**src/rtl/spi_read_ctrl.sv**
```systemverilog
// -----------------------------------------------------------------------------
// spi_read_ctrl
//
// Sequencer for one SPI read frame (mode 0: CPOL=0, CPHA=0, MSB first).
// It owns chip select and the serial clock, shifts in miso_i once per sclk
// rising edge, and steers an external bit counter through a 2-bit opcode.
// The frame ends when the counter returned on cnt_i reaches Bits.
//
// Parameters
//   Width   : width of the external bit counter (Bits < 2**Width)
//   Bits    : bits per frame (1 .. 2**Width-1)
//   HalfDiv : sclk half-period in clk_i cycles (>= 1)
//
// Ports
//   clk_i    in   system clock, all state on the rising edge
//   rst_i    in   asynchronous reset, active high
//   start_i  in   frame request, only looked at in IDLE
//   miso_i   in   serial data from the slave
//   cnt_i    in   current value of the external bit counter
//   opc_o    out  counter opcode: 00 clear, 01 hold, 10 increment, 11 clear
//   cs_o     out  chip select, active low
//   sclk_o   out  serial clock, idles low
//   data_o   out  last completed frame, MSB = first bit received
//   busy_o   out  high from SETUP through the last LOW cycle
//   done_o   out  one-cycle pulse in the cycle data_o takes a new frame
//
// Handshake: start_i is a level request. It is sampled only while the
// sequencer is idle; a request seen outside IDLE is dropped, never queued.
// Holding start_i high yields back-to-back frames separated by one IDLE
// cycle. done_o pulses for exactly one cycle per completed frame, and data_o
// is stable from that cycle until the next done_o pulse.
// -----------------------------------------------------------------------------
module spi_read_ctrl #(
  parameter int Width   = 6,
  parameter int Bits    = 16,
  parameter int HalfDiv = 2
) (
  input  logic             clk_i,
  input  logic             rst_i,
  input  logic             start_i,
  input  logic             miso_i,
  input  logic [Width-1:0] cnt_i,
  output logic [1:0]       opc_o,
  output logic             cs_o,
  output logic             sclk_o,
  output logic [Bits-1:0]  data_o,
  output logic             busy_o,
  output logic             done_o
);

  // Timer counts 0 .. HalfDiv-1 inside each timed state.
  localparam int TW = (HalfDiv > 1) ? $clog2(HalfDiv) : 1;
  localparam logic [TW-1:0]    T_LAST  = TW'(HalfDiv - 1);
  localparam logic [Width-1:0] CNT_END = Width'(Bits);

  localparam logic [2:0] S_IDLE  = 3'd0;
  localparam logic [2:0] S_SETUP = 3'd1;
  localparam logic [2:0] S_HIGH  = 3'd2;
  localparam logic [2:0] S_LOW   = 3'd3;
  localparam logic [2:0] S_DONE  = 3'd4;

  localparam logic [1:0] OPC_CLEAR = 2'b00;
  localparam logic [1:0] OPC_HOLD  = 2'b01;
  localparam logic [1:0] OPC_INC   = 2'b10;

  logic [2:0]      state_q, state_d;
  logic [TW-1:0]   timer_q, timer_d;
  logic [Bits-1:0] shift_q, shift_d, shift_next;
  logic            timer_last;
  logic            sample_bit;

  logic            cs_d;
  logic            sclk_d;
  logic [1:0]      opc_d;
  logic            busy_d;
  logic            done_d;
  logic [Bits-1:0] data_d;

  assign timer_last = (timer_q == T_LAST);

  // The bit is captured on the first HIGH cycle, i.e. right after sclk rose.
  assign sample_bit = (state_q == S_HIGH) && (timer_q == '0);

  // A one-bit frame has nothing to shift through; the sample is the frame.
  generate
    if (Bits == 1) begin : g_shift_one
      assign shift_next = miso_i;
    end else begin : g_shift_many
      assign shift_next = {shift_q[Bits-2:0], miso_i};
    end
  endgenerate

  // ---------------------------------------------------------------------------
  // Next state and timer
  // ---------------------------------------------------------------------------
  always_comb begin
    state_d = state_q;
    timer_d = timer_q;
    case (state_q)
      S_IDLE: begin
        timer_d = '0;
        if (start_i) begin
          state_d = S_SETUP;
        end
      end
      S_SETUP: begin
        if (timer_last) begin
          state_d = S_HIGH;
          timer_d = '0;
        end else begin
          timer_d = timer_q + TW'(1);
        end
      end
      S_HIGH: begin
        if (timer_last) begin
          state_d = S_LOW;
          timer_d = '0;
        end else begin
          timer_d = timer_q + TW'(1);
        end
      end
      S_LOW: begin
        // The increment issued on the first HIGH cycle has landed in the
        // counter long before the last LOW cycle, so cnt_i is current here.
        if (timer_last) begin
          timer_d = '0;
          state_d = (cnt_i == CNT_END) ? S_DONE : S_HIGH;
        end else begin
          timer_d = timer_q + TW'(1);
        end
      end
      S_DONE: begin
        state_d = S_IDLE;
        timer_d = '0;
      end
      default: begin
        state_d = S_IDLE;
        timer_d = '0;
      end
    endcase
  end

  // ---------------------------------------------------------------------------
  // Output decode. Outputs are registered, so they are decoded from the
  // upcoming state/timer; after the clock edge each output equals the decode
  // of the state/timer it is presented alongside.
  // ---------------------------------------------------------------------------
  always_comb begin
    cs_d   = 1'b1;
    sclk_d = 1'b0;
    opc_d  = OPC_CLEAR;
    busy_d = 1'b0;
    done_d = 1'b0;
    case (state_d)
      S_IDLE: begin
        opc_d = OPC_CLEAR;
      end
      S_SETUP: begin
        cs_d   = 1'b0;
        opc_d  = OPC_HOLD;
        busy_d = 1'b1;
      end
      S_HIGH: begin
        cs_d   = 1'b0;
        sclk_d = 1'b1;
        busy_d = 1'b1;
        // Exactly one increment per sclk rising edge.
        opc_d  = (timer_d == '0) ? OPC_INC : OPC_HOLD;
      end
      S_LOW: begin
        cs_d   = 1'b0;
        opc_d  = OPC_HOLD;
        busy_d = 1'b1;
      end
      S_DONE: begin
        opc_d  = OPC_CLEAR;
        done_d = 1'b1;
      end
      default: begin
        opc_d = OPC_CLEAR;
      end
    endcase
  end

  assign shift_d = sample_bit ? shift_next : shift_q;

  // data_o only moves on the way into DONE, so it is untouched mid-frame.
  assign data_d = (state_d == S_DONE) ? shift_q : data_o;

  // ---------------------------------------------------------------------------
  // State and output registers
  // ---------------------------------------------------------------------------
  always_ff @(posedge clk_i or posedge rst_i) begin
    if (rst_i) begin
      state_q <= S_IDLE;
      timer_q <= '0;
      shift_q <= '0;
      cs_o    <= 1'b1;
      sclk_o  <= 1'b0;
      opc_o   <= OPC_CLEAR;
      busy_o  <= 1'b0;
      done_o  <= 1'b0;
      data_o  <= '0;
    end else begin
      state_q <= state_d;
      timer_q <= timer_d;
      shift_q <= shift_d;
      cs_o    <= cs_d;
      sclk_o  <= sclk_d;
      opc_o   <= opc_d;
      busy_o  <= busy_d;
      done_o  <= done_d;
      data_o  <= data_d;
    end
  end

endmodule
```
**config.mk**
```make
export PLATFORM = sky130hd
export DESIGN_NAME = spi_read_ctrl
export DESIGN_NICKNAME = d
export VERILOG_FILES = /design/src/rtl/spi_read_ctrl.sv
export SDC_FILE = /design/constraint.sdc
export NUM_CORES = 1
export LEC_CHECK = 0
export BUFFER_PORTS_ARGS = -buffer_cell sky130_fd_sc_hd__buf_2
export CELL_PAD_IN_SITES_DETAIL_PLACEMENT = 1
export CELL_PAD_IN_SITES_GLOBAL_PLACEMENT = 1
export CORE_UTILIZATION = 40
export DETAILED_ROUTE_END_ITERATION = 8
export PLACE_DENSITY = 0.7
export SETUP_SLACK_MARGIN = 0.05
export SYNTH_ARGS = -nofsm -noshare
export SYNTH_HDL_FRONTEND = slang
export SYNTH_SLANG_ARGS = --single-unit
```
**constraint.sdc**
```tcl
create_clock -name clk_i -period 2 [get_ports clk_i]
set_clock_uncertainty 0.2 [all_clocks]
set_input_delay 0.1 -clock clk_i [delete_from_list [all_inputs] [get_ports clk_i]]
set_output_delay 0.1 -clock clk_i [all_outputs]
set_load 0.01 [all_outputs]
```
# ---- After elaboration in Yosys (flattened, before gate mapping)
# Cells that the tools add are included.
dict set report op_classes {
  n_addsub 1
  n_eq_ne 8
  n_mux 14
  bitwise 1
  reduce_logical 5
}
# operator n
set op_table {}
lappend op_table {{$mux 3} 5}
lappend op_table {{$eq 3x2->1 const B} 4}
lappend op_table {{$pmux 3 s4} 1}
lappend op_table {{$eq 3x1->1 const B} 2}
lappend op_table {{$eq 6x5->1 const B} 1}
lappend op_table {{$mux 1} 6}
lappend op_table {{$reduce_or 3->1} 2}
lappend op_table {{$pmux 2 s2} 1}
lappend op_table {{$eq 3x3->1 const B} 1}
lappend op_table {{$logic_not 3->1} 1}
lappend op_table {{$mux 2} 1}
lappend op_table {{$reduce_or 2->1} 1}
lappend op_table {{$add 1x1->1 const B} 1}
lappend op_table {{$logic_and 1x1->1} 1}
lappend op_table {{$not 1->1} 1}
dict set report word_totals {
  reg_bits 42
  in_bits 10
  elab_cells 38
}

# ---- Logic depth before layout (Yosys ltp)
# Gate-level depths: netlist (run 1).
dict set report logic_depth {
  word_depth 7
  mapped_depth 4
  ltp_nobuf 3
}

# ---- Least setup slack after synthesis (run 1)
# Ideal clock, no wire load.
dict set report synth_path {
  path_type {register to register}
  start {register state_q[2]}
  end {register shift_q[0]}
  arrival_time_ns 1.607
  required_time_ns 1.675
  path_slack_ns 0.068
  path_stages_with_launch 5
  n_path_buf 2
  path_cell_list {dfrtp_1 > buf_2 > nor4b_2 > buf_4 > mux2_2}
}
dict set report synth_via {
  elab_chain_len 2
}
# item line
set synth_lines {}
lappend synth_lines {{start: declaration} 66} ;# logic [2:0] state_q, state_d;
lappend synth_lines {{start signal: assignment} 205} ;# state_q <= state_d;
lappend synth_lines {{$eq 3x2->1} 82} ;# assign sample_bit = (state_q == S_HIGH) && (timer_q == '0);
lappend synth_lines {{$logic_and 1x1->1} 82}
lappend synth_lines {{end signal: assignment} 207} ;# shift_q <= shift_d;
lappend synth_lines {{end: declaration} 68} ;# logic [Bits-1:0] shift_q, shift_d, shift_next;
# No other way between the ends.
# A chain may end at the register's enable or synchronous reset.

# ---- Worst setup path in the final report (run 1)
dict set report layout_path {
  start {register timer_q, in the netlist timer_last}
  end {register data_o[7]}
}
dict set report layout_via {
  elab_chain_len 3
  word_cells_on_any_way 5
  classes_between {eq/ne (1); mux (4)}
}
# item line
set layout_lines {}
lappend layout_lines {{start: declaration} 67} ;# logic [TW-1:0] timer_q, timer_d;
lappend layout_lines {{start signal: assignment} 206} ;# timer_q <= timer_d;
lappend layout_lines {{$mux 3 (on tied branches)} {125, 107, 115}}
lappend layout_lines {{$pmux 3 s4 *} 99} ;# case (state_q)
lappend layout_lines {{$eq 3x3->1 *} 188} ;# assign data_d = (state_d == S_DONE) ? shift_q : data_o;
lappend layout_lines {{end signal: assignment} 213} ;# data_o <= data_d;
lappend layout_lines {{end: declaration} 46} ;# output logic [Bits-1:0] data_o,
# Mark *: on every way between the ends. The rest lies on a longest branch, timed or not.

==> out/qor.csv, run 1 <==
metric,value,unit
Multi-input gate area,536.8,sq um
GRT Util Overall,0.1748,
Switching Share,0.3007,
Syn Inst Count,97,
kind of critical path,reg -> reg,
Worst EP arrival,1.83,ns
Storage cell area,1052,sq um
register share of total power,0.501,
Slew Limit Headroom,0.5770,
"Slew Viols, Final",0,
Int Power,0.001717,W
initial antenna violation count,0,
final net count,155,
Worst-Margin Slew,0.6338,ns
starting DRC count in detailed routing,18,
"commonest non-fill, non-tap cell in the layout",dfrtp_1,
CTS tree,built,
Residual DRC,0,
Mapped Area,1605,sq um
Worst Slack Setup Final,0.1482,ns
synth top area cells,"dfrtp_1, mux2_2, dfstp_2",
Reg2Reg Capture Point,data_o[7]$_DFFE_PP0P_,
Synth Register Bits,42,
Gate power share,0.284,
mean area per synthesized cell,16.55,sq um
most frequent cells in the layout,"dfrtp_1, mux2_2, buf_2",
largest stage delay on the critical path,0.36,ns
worst hold slack,0.07994,ns
leakage power total,1.005,nW
Area after DPL,1871,sq um
status,"finished, final reports clean",
fillers,384,
Crit-path slowest cell,dfrtp_1,
port bufs,31,
crit path launch type,flip-flop,
Max clock buf depth,2,
Buf/Inv on CP,1,
starting density of the core,0.4288,
routed vias/inst,4.979,
number of diodes,0,
CP endpoint,data_o[7]$_DFFE_PP0P_,
buffers inserted by post-CTS timing repair,0,
CTS sink cnt,42,
Fmax,540.0,MHz
HPWL Detailed,2.197,mm
pre-CTS setup slack,0.1830,ns
top-area cell type share of the netlist area,0.6391,
largest net degree at the start of global routing,28,
unrepaired setup endpoints after global routing,no,
Yosys cell types,21,
CTS H-tree lvls,2,
Core ar.,3744,sq um
total die area,4271,sq um
Worst path depth,4,
first-pass GRT wire length,5.292,mm
via count,966,
FP Rows,22,
share of cells above drive strength 1,0.6027,
reg2reg setup slack,0.15,ns
Register-to-Register Path Depth,4,
Top delay family on crit path,simple AND/OR/NAND/NOR gates,
Num CTS Buffers,5,
wire length per cell,16.30,um
# IOs,32,
worst skew pair latency,0.29,ns
Area Growth Syn to Fin,26.27,%
"IR drop worst, VDD",0.6680,mV
clk root buf,clkbuf_8,
Worst Path Required,1.98,ns
worst hold path class,in -> reg,
setup TNS,0,ns
total of max-cap violations,0,
"area leader, netlist",dfrtp_1,
yosys warns,0,
pwr dens,1211,nW/um^2
RR Startpoint,timer_last$_DFF_PP0_,
Die Span Y,65.35,um
Routed WL,3.162,mm
final hold viol count,0,
sw power,0.0007383,W
Worst Setup End Kind,flip-flop,
CP startpoint,timer_last$_DFF_PP0_,
Final period util,0.9259,
Routed Antenna Nets,0,
Final setup viols,0,
Final GP Congestion,0.6603,
Horiz. Die Dim,65.35,um
Placed Cells,180,
clock network fraction of design power,0.215,
crit path cell chain,"nand4bb_1, nor4_4, buf_4, mux2_2",
vias in the first global route,1077,
"Clk pin slew, worst setup/hold paths",0.08,ns
drt first pass iters,2,
gr ovfl total,0,
Mapped Nets,107,
final worst path period need,1.852,ns
Finished Cell Area,2027,sq um
final cell count without fillers,194,
register area share after synthesis,0.6555,
Crit Path Max Fanout,12,
-- area by class of cell --
| class | instances | share of cell area |
|---|---|---|
| timing repair buffer | 44 | 0.1383 |
| clock buffer | 5 | 0.03395 |
| sequential | 42 | 0.5191 |
| multi-input combinational | 50 | 0.2648 |
| tap | 48 | 0.02963 |
| clock inverter | 3 | 0.01049 |
| inverter | 2 | 0.003704 |
-- worst min-delay path by stage --
stage / start / to / slack, ns / cells past startpoint
2_1_floorplan: cnt_i[1] / done_o$_DFF_PP0_ / -0.03 / 1
3_3_place_gp: rst_i / data_o[5]$_DFFE_PP0P_ / 0.01 / 2
3_5_place_dp: rst_i / data_o[8]$_DFFE_PP0P_ / 0.03 / 2
4_1_cts: cnt_i[3] / done_o$_DFF_PP0_ / 0.04 / 3
5_1_grt: cnt_i[3] / done_o$_DFF_PP0_ / 0.08 / 3
6_report: cnt_i[3] / done_o$_DFF_PP0_ / 0.08 / 3
-- sequential cells by signal (all words and copies together), names as in the netlist --
signal,cells
data_o,16
shift_q,16
state_q,3
opc_o,2
busy_o,1
cs_o,1
done_o,1
sclk_o,1
timer_last,1
-- cells in the mapped netlist --
cell and n:
nand4bb_1 1, inv_1 2, nor4_4 1, dfrtp_1 41, o21a_1 1, or2_2 1
mux2_2 33, dfstp_2 1, buf_4 1, nor3_1 1, o311a_2 1, nor4_1 2
a21o_2 1, nor4b_2 1, buf_6 1, a21oi_1 1, nor2_1 2, nor2b_1 2
buf_2 1, o31a_2 1, nand4bb_2 1
-- logic make-up after synthesis --
| kind of cell | after synthesis | synth area share |
|---|---|---|
| AOI/OAI and AO/OA | 5 | 0.02650 |
| buffers and inverters | 5 | 0.01949 |
| DFF | 42 | 0.6555 |
| muxes | 33 | 0.2315 |
| and+or+nand+nor | 12 | 0.06703 |
-- worst min-delay path: stages --
cell and delay [ns]:
buf_2 0.07, nand4bb_1 0.27, nor4_2 0.09
-- through the flow --
step / total power, W / utilization
finish: 0.002455 / 0.5414
global route: 0.002612 / 0.5414
CTS: 0.002493 / 0.5398
detailed placement: 0.001942 / 0.4997
global placement: 0.001881 / 0.4997
floorplan: 0.001667 / -
-- power groups by stage --
stage / sequential, W / combinational, W / clock [W]
floorplan: 0.00125 / 0.000419 / 0
global placement: 0.00122 / 0.000657 / 0
detailed placement: 0.00124 / 0.000698 / 0
CTS: 0.00123 / 0.000711 / 0.000553
global route: 0.00126 / 0.000765 / 0.000586
finish: 0.00123 / 0.000698 / 0.000529
-- what timing repair did --
item                       4_1_cts  5_1_grt
hold endpoints to repair        20        0
resized for setup                0        1
setup endpoints to repair        0        1
hold buffers                     6        0
-- per-layer routing --
metal | GRT usage | up-vias | wire length [um]
met3 | 0.05556 | 6 | 116
met1 | 0.1991 | 499 | 1275
met2 | 0.2977 | 22 | 1717
li1 | - | 439 | -
met5 | 0 | - | 0
met4 | 0.07880 | 0 | 53
Note: power is estimated with default switching activity, not from simulation.
==> run 2: changes to the inputs <==
--- a/config.mk
+++ b/config.mk
@@ -5,12 +5,14 @@
 export SDC_FILE = /design/constraint.sdc
 export NUM_CORES = 1
 export LEC_CHECK = 0
+export ABC_AREA = 1
+export ABC_CLOCK_PERIOD_IN_PS = 2000
 export BUFFER_PORTS_ARGS = -buffer_cell sky130_fd_sc_hd__buf_2
 export CELL_PAD_IN_SITES_DETAIL_PLACEMENT = 1
 export CELL_PAD_IN_SITES_GLOBAL_PLACEMENT = 1
-export CORE_UTILIZATION = 40
+export CORE_UTILIZATION = 36
 export DETAILED_ROUTE_END_ITERATION = 8
-export PLACE_DENSITY = 0.7
+export PLACE_DENSITY = 0.79
 export SETUP_SLACK_MARGIN = 0.05
 export SYNTH_ARGS = -nofsm -noshare
 export SYNTH_HDL_FRONTEND = slang
==> run 2 against run 1 <==
  * Via count is 27% higher
  * Sequential power up 7%
  * Global-route usage is 1.5 points lower
  * Setup slack improved by 0.24 ns
  * Cell count is 37% higher
  * Register-to-register slack improved by 0.24 ns
  * Hold slack got worse by 0.045 ns
  * Area after synthesis is 0.39% lower
  * Total power increased by 5.3%
  * Flip-flop and latch count is the same
  * Sequential share of layout area rose by 2.7 points
==> out/qor.csv, run 2 <==
metric,value,unit,change
via count,1229,,+27%
CTS tree,built,,
Worst-Margin Slew,0.5097,ns,-0.1242 ns
GRT Util Overall,0.1597,,-0.01509
Num CTS Buffers,5,,unchanged
Synth async-reset ratio,1.000,,unchanged
clk root buf,clkbuf_8,,
buffers inserted by post-CTS timing repair,0,,unchanged
"area leader, netlist",dfrtp_1,,
Synth Area in Simple Gates,0.2238,,+0.1568
pwr dens,1342,nW/um^2,+11%
Syn Inst Count,175,,+80%
fillers,525,,+37%
starting DRC count in detailed routing,46,,+28
kind of critical path,reg -> reg,,
Yosys cell types,15,,-29%
most instantiated library cell after synthesis,nand2_1,,
Core ar.,4144,sq um,+11%
port bufs,31,,unchanged
Fmax,619.6,MHz,+15%
status,"finished, final reports clean",,
area share of fa/ha/maj cells after synthesis,0,,unchanged
final hold viol count,0,,unchanged
Mapped Nets,185,,+73%
# IOs,32,,unchanged
FP Rows,23,,+4.5%
worst hold path class,in -> reg,,
gr ovfl total,0,,unchanged
top-area cell type share of the netlist area,0.6416,,+0.002500
most frequent cells in the layout,"nand2_1, dfrtp_1, buf_2",,
Routed WL,3.176,mm,+0.44%
Post-synth EDFFs,0,,unchanged
final net count,224,,+45%
crit path launch type,flip-flop,,
Residual DRC,0,,unchanged
total die area,4712,sq um,+10%
Routed Antenna Nets,0,,unchanged
"Top cell by count, worst path",nand2_1,,
Synth Area in Compound Gates,0.05008,,+0.02358
Max clock buf depth,2,,unchanged
Final period util,0.8070,,-0.1189
"commonest non-fill, non-tap cell in the layout",nand2_1,,
wire length per cell,11.98,um,-26%
total of max-cap violations,0,,unchanged
Worst Path Required,1.99,ns,about the same
crit path cell chain,"nand2_1, nor2_1, nand2_1, nor2_4, inv_2, nand2_1, nand2_1",,
post-synthesis mux area share,0,,-0.2315
Worst Setup End Kind,flip-flop,,
unrepaired setup endpoints after global routing,no,,
"Slew Viols, Final",0,,unchanged
Die Span Y,68.65,um,+5.0%
Area Growth Syn to Fin,20.42,%,
worst skew pair latency,0.30,ns,about the same
mean area per synthesized cell,9.137,sq um,-45%
"Clk pin slew, worst setup/hold paths",0.08,ns,about the same
yosys warns,0,,unchanged
Worst Slack Setup Final,0.3861,ns,+0.2379 ns
starting density of the core,0.3859,,-0.04294
Worst EP arrival,1.61,ns,-0.22 ns
biggest regs,"data_o (16), shift_q (16), state_q (3)",,
leakage power total,1.118,nW,+11%
CTS Hold Bufs,3,,-3
Final setup viols,0,,unchanged
Post-synth top flop,dfrtp_1,,
Slew Limit Headroom,0.6602,,+0.08324
largest family of logic cells by synthesized area,simple AND/OR/NAND/NOR gates,,
Synth top cells by count,"nand2_1, dfrtp_1, inv_1",,
drt first pass iters,4,,+2
Top delay family on crit path,simple AND/OR/NAND/NOR gates,,
pre-CTS setup slack,0.3837,ns,+0.2006 ns
Final GP Congestion,0.7751,,+17%
final worst path period need,1.614,ns,-0.2379 ns
number of diodes,0,,unchanged
share of cells above drive strength 1,0.2047,,-0.3981
Resized cells post-CTS,0,,unchanged
XOR/XNOR Fraction of Synth Area,0,,unchanged
register area share after synthesis,0.6581,,+0.002565
Horiz. Die Dim,68.65,um,+5.0%
first-pass GRT wire length,5.264,mm,-0.53%
Mapped Area,1599,sq um,-0.39%
setup TNS,0,ns,unchanged
Buf/Inv on CP,1,,unchanged
CTS sink cnt,42,,unchanged
Crit Path Max Fanout,16,,+4
largest net degree at the start of global routing,43,,+54%
vias in the first global route,1187,,+10%
initial antenna violation count,0,,unchanged
CTS H-tree lvls,2,,unchanged
Crit-path slowest cell,dfrtp_1,,
largest stage delay on the critical path,0.44,ns,+0.08 ns
routed vias/inst,4.638,,-6.9%
synth top area cells,"dfrtp_1, nand2_1, inv_1",,
"IR drop worst, VDD",0.5400,mV,-19%
HPWL Detailed,2.262,mm,+3.0%
Synth Register Bits,42,,unchanged
run 2: cell types whose count changed after synthesis, sizes merged, moves of 7 or more:
cell	change
nor2	+15
nand2	+68
o21ai	+8
inv	+19
mux2	-33
a21oi	+7
run 2: logic make-up after synthesis:
kind of cell,Yosys count
AOI/OAI and AO/OA,16
and+or+nand+nor,91
buffers and inverters,26
DFF,42
run 2: cell type report:
class,instances,area [sq um],share of cell area
inverter,21,78.83,0.04094
timing repair buffer,37,207.7,0.1079
tap,50,62.56,0.03249
multi-input combinational,107,437.9,0.2274
clock buffer,6,72.57,0.03769
sequential,42,1052,0.5465
clock inverter,2,13.76,0.007147
run 2: power breakdown:
group          switching (W)  internal (W)  total (W)
clock network       0.000288      0.000246   0.000534
registers           0.000180       0.00114    0.00132
logic               0.000464      0.000262   0.000726
total               0.000932       0.00165    0.00258
run 2: path summary, 6_finish.rpt:
check	end	slack, ns	cells past startpoint	startpoint
max	data_o[7]$_DFFE_PP0P_	0.39	7	state_q[1]$_DFF_PP0_
min in group asynchronous	data_o[15]$_DFFE_PP0P_	0.27	4	rst_i
min reg2reg	data_o[10]$_DFFE_PP0P_	0.27	2	data_o[10]$_DFFE_PP0P_
min	state_q[2]$_DFF_PP0_	0.04	6	cnt_i[5]
max in group asynchronous	cs_o$_DFF_PP1_	0.96	4	rst_i
max reg2reg	data_o[7]$_DFFE_PP0P_	0.39	7	state_q[1]$_DFF_PP0_
run 2: metrics by stage:
stage | std cells | util | instance area (sq um) | power, W | hold WS (ns)
floorplan | 175 | - | 1599 | 0.001809 | 0.05864
global placement | 254 | 0.4366 | 1809 | 0.002012 | 0.05192
detailed placement | 254 | 0.4366 | 1809 | 0.002077 | 0.06046
CTS | 265 | 0.4647 | 1926 | 0.002623 | 0.03513
global route | 265 | 0.4647 | 1926 | 0.002819 | 0.04143
finish | 265 | 0.4647 | 1926 | 0.002585 | 0.03544
run 2: per-layer routing:
metal  up-vias  wire length (um)  track usage
met4         0                45      0.06510
met2        23              1591       0.2598
li1        602                 -            -
met1       600              1412       0.1894
met3         4               127      0.05921
met5         -                 0            0
run 2: worst reg2reg max path, stage by stage, from the launching register on:
cell and delay (ns):
dfrtp_1 0.44, nand2_1 0.07, nor2_1 0.10, nand2_1 0.12, nor2_4 0.23, inv_2 0.18, nand2_1 0.10, nand2_1 0.06
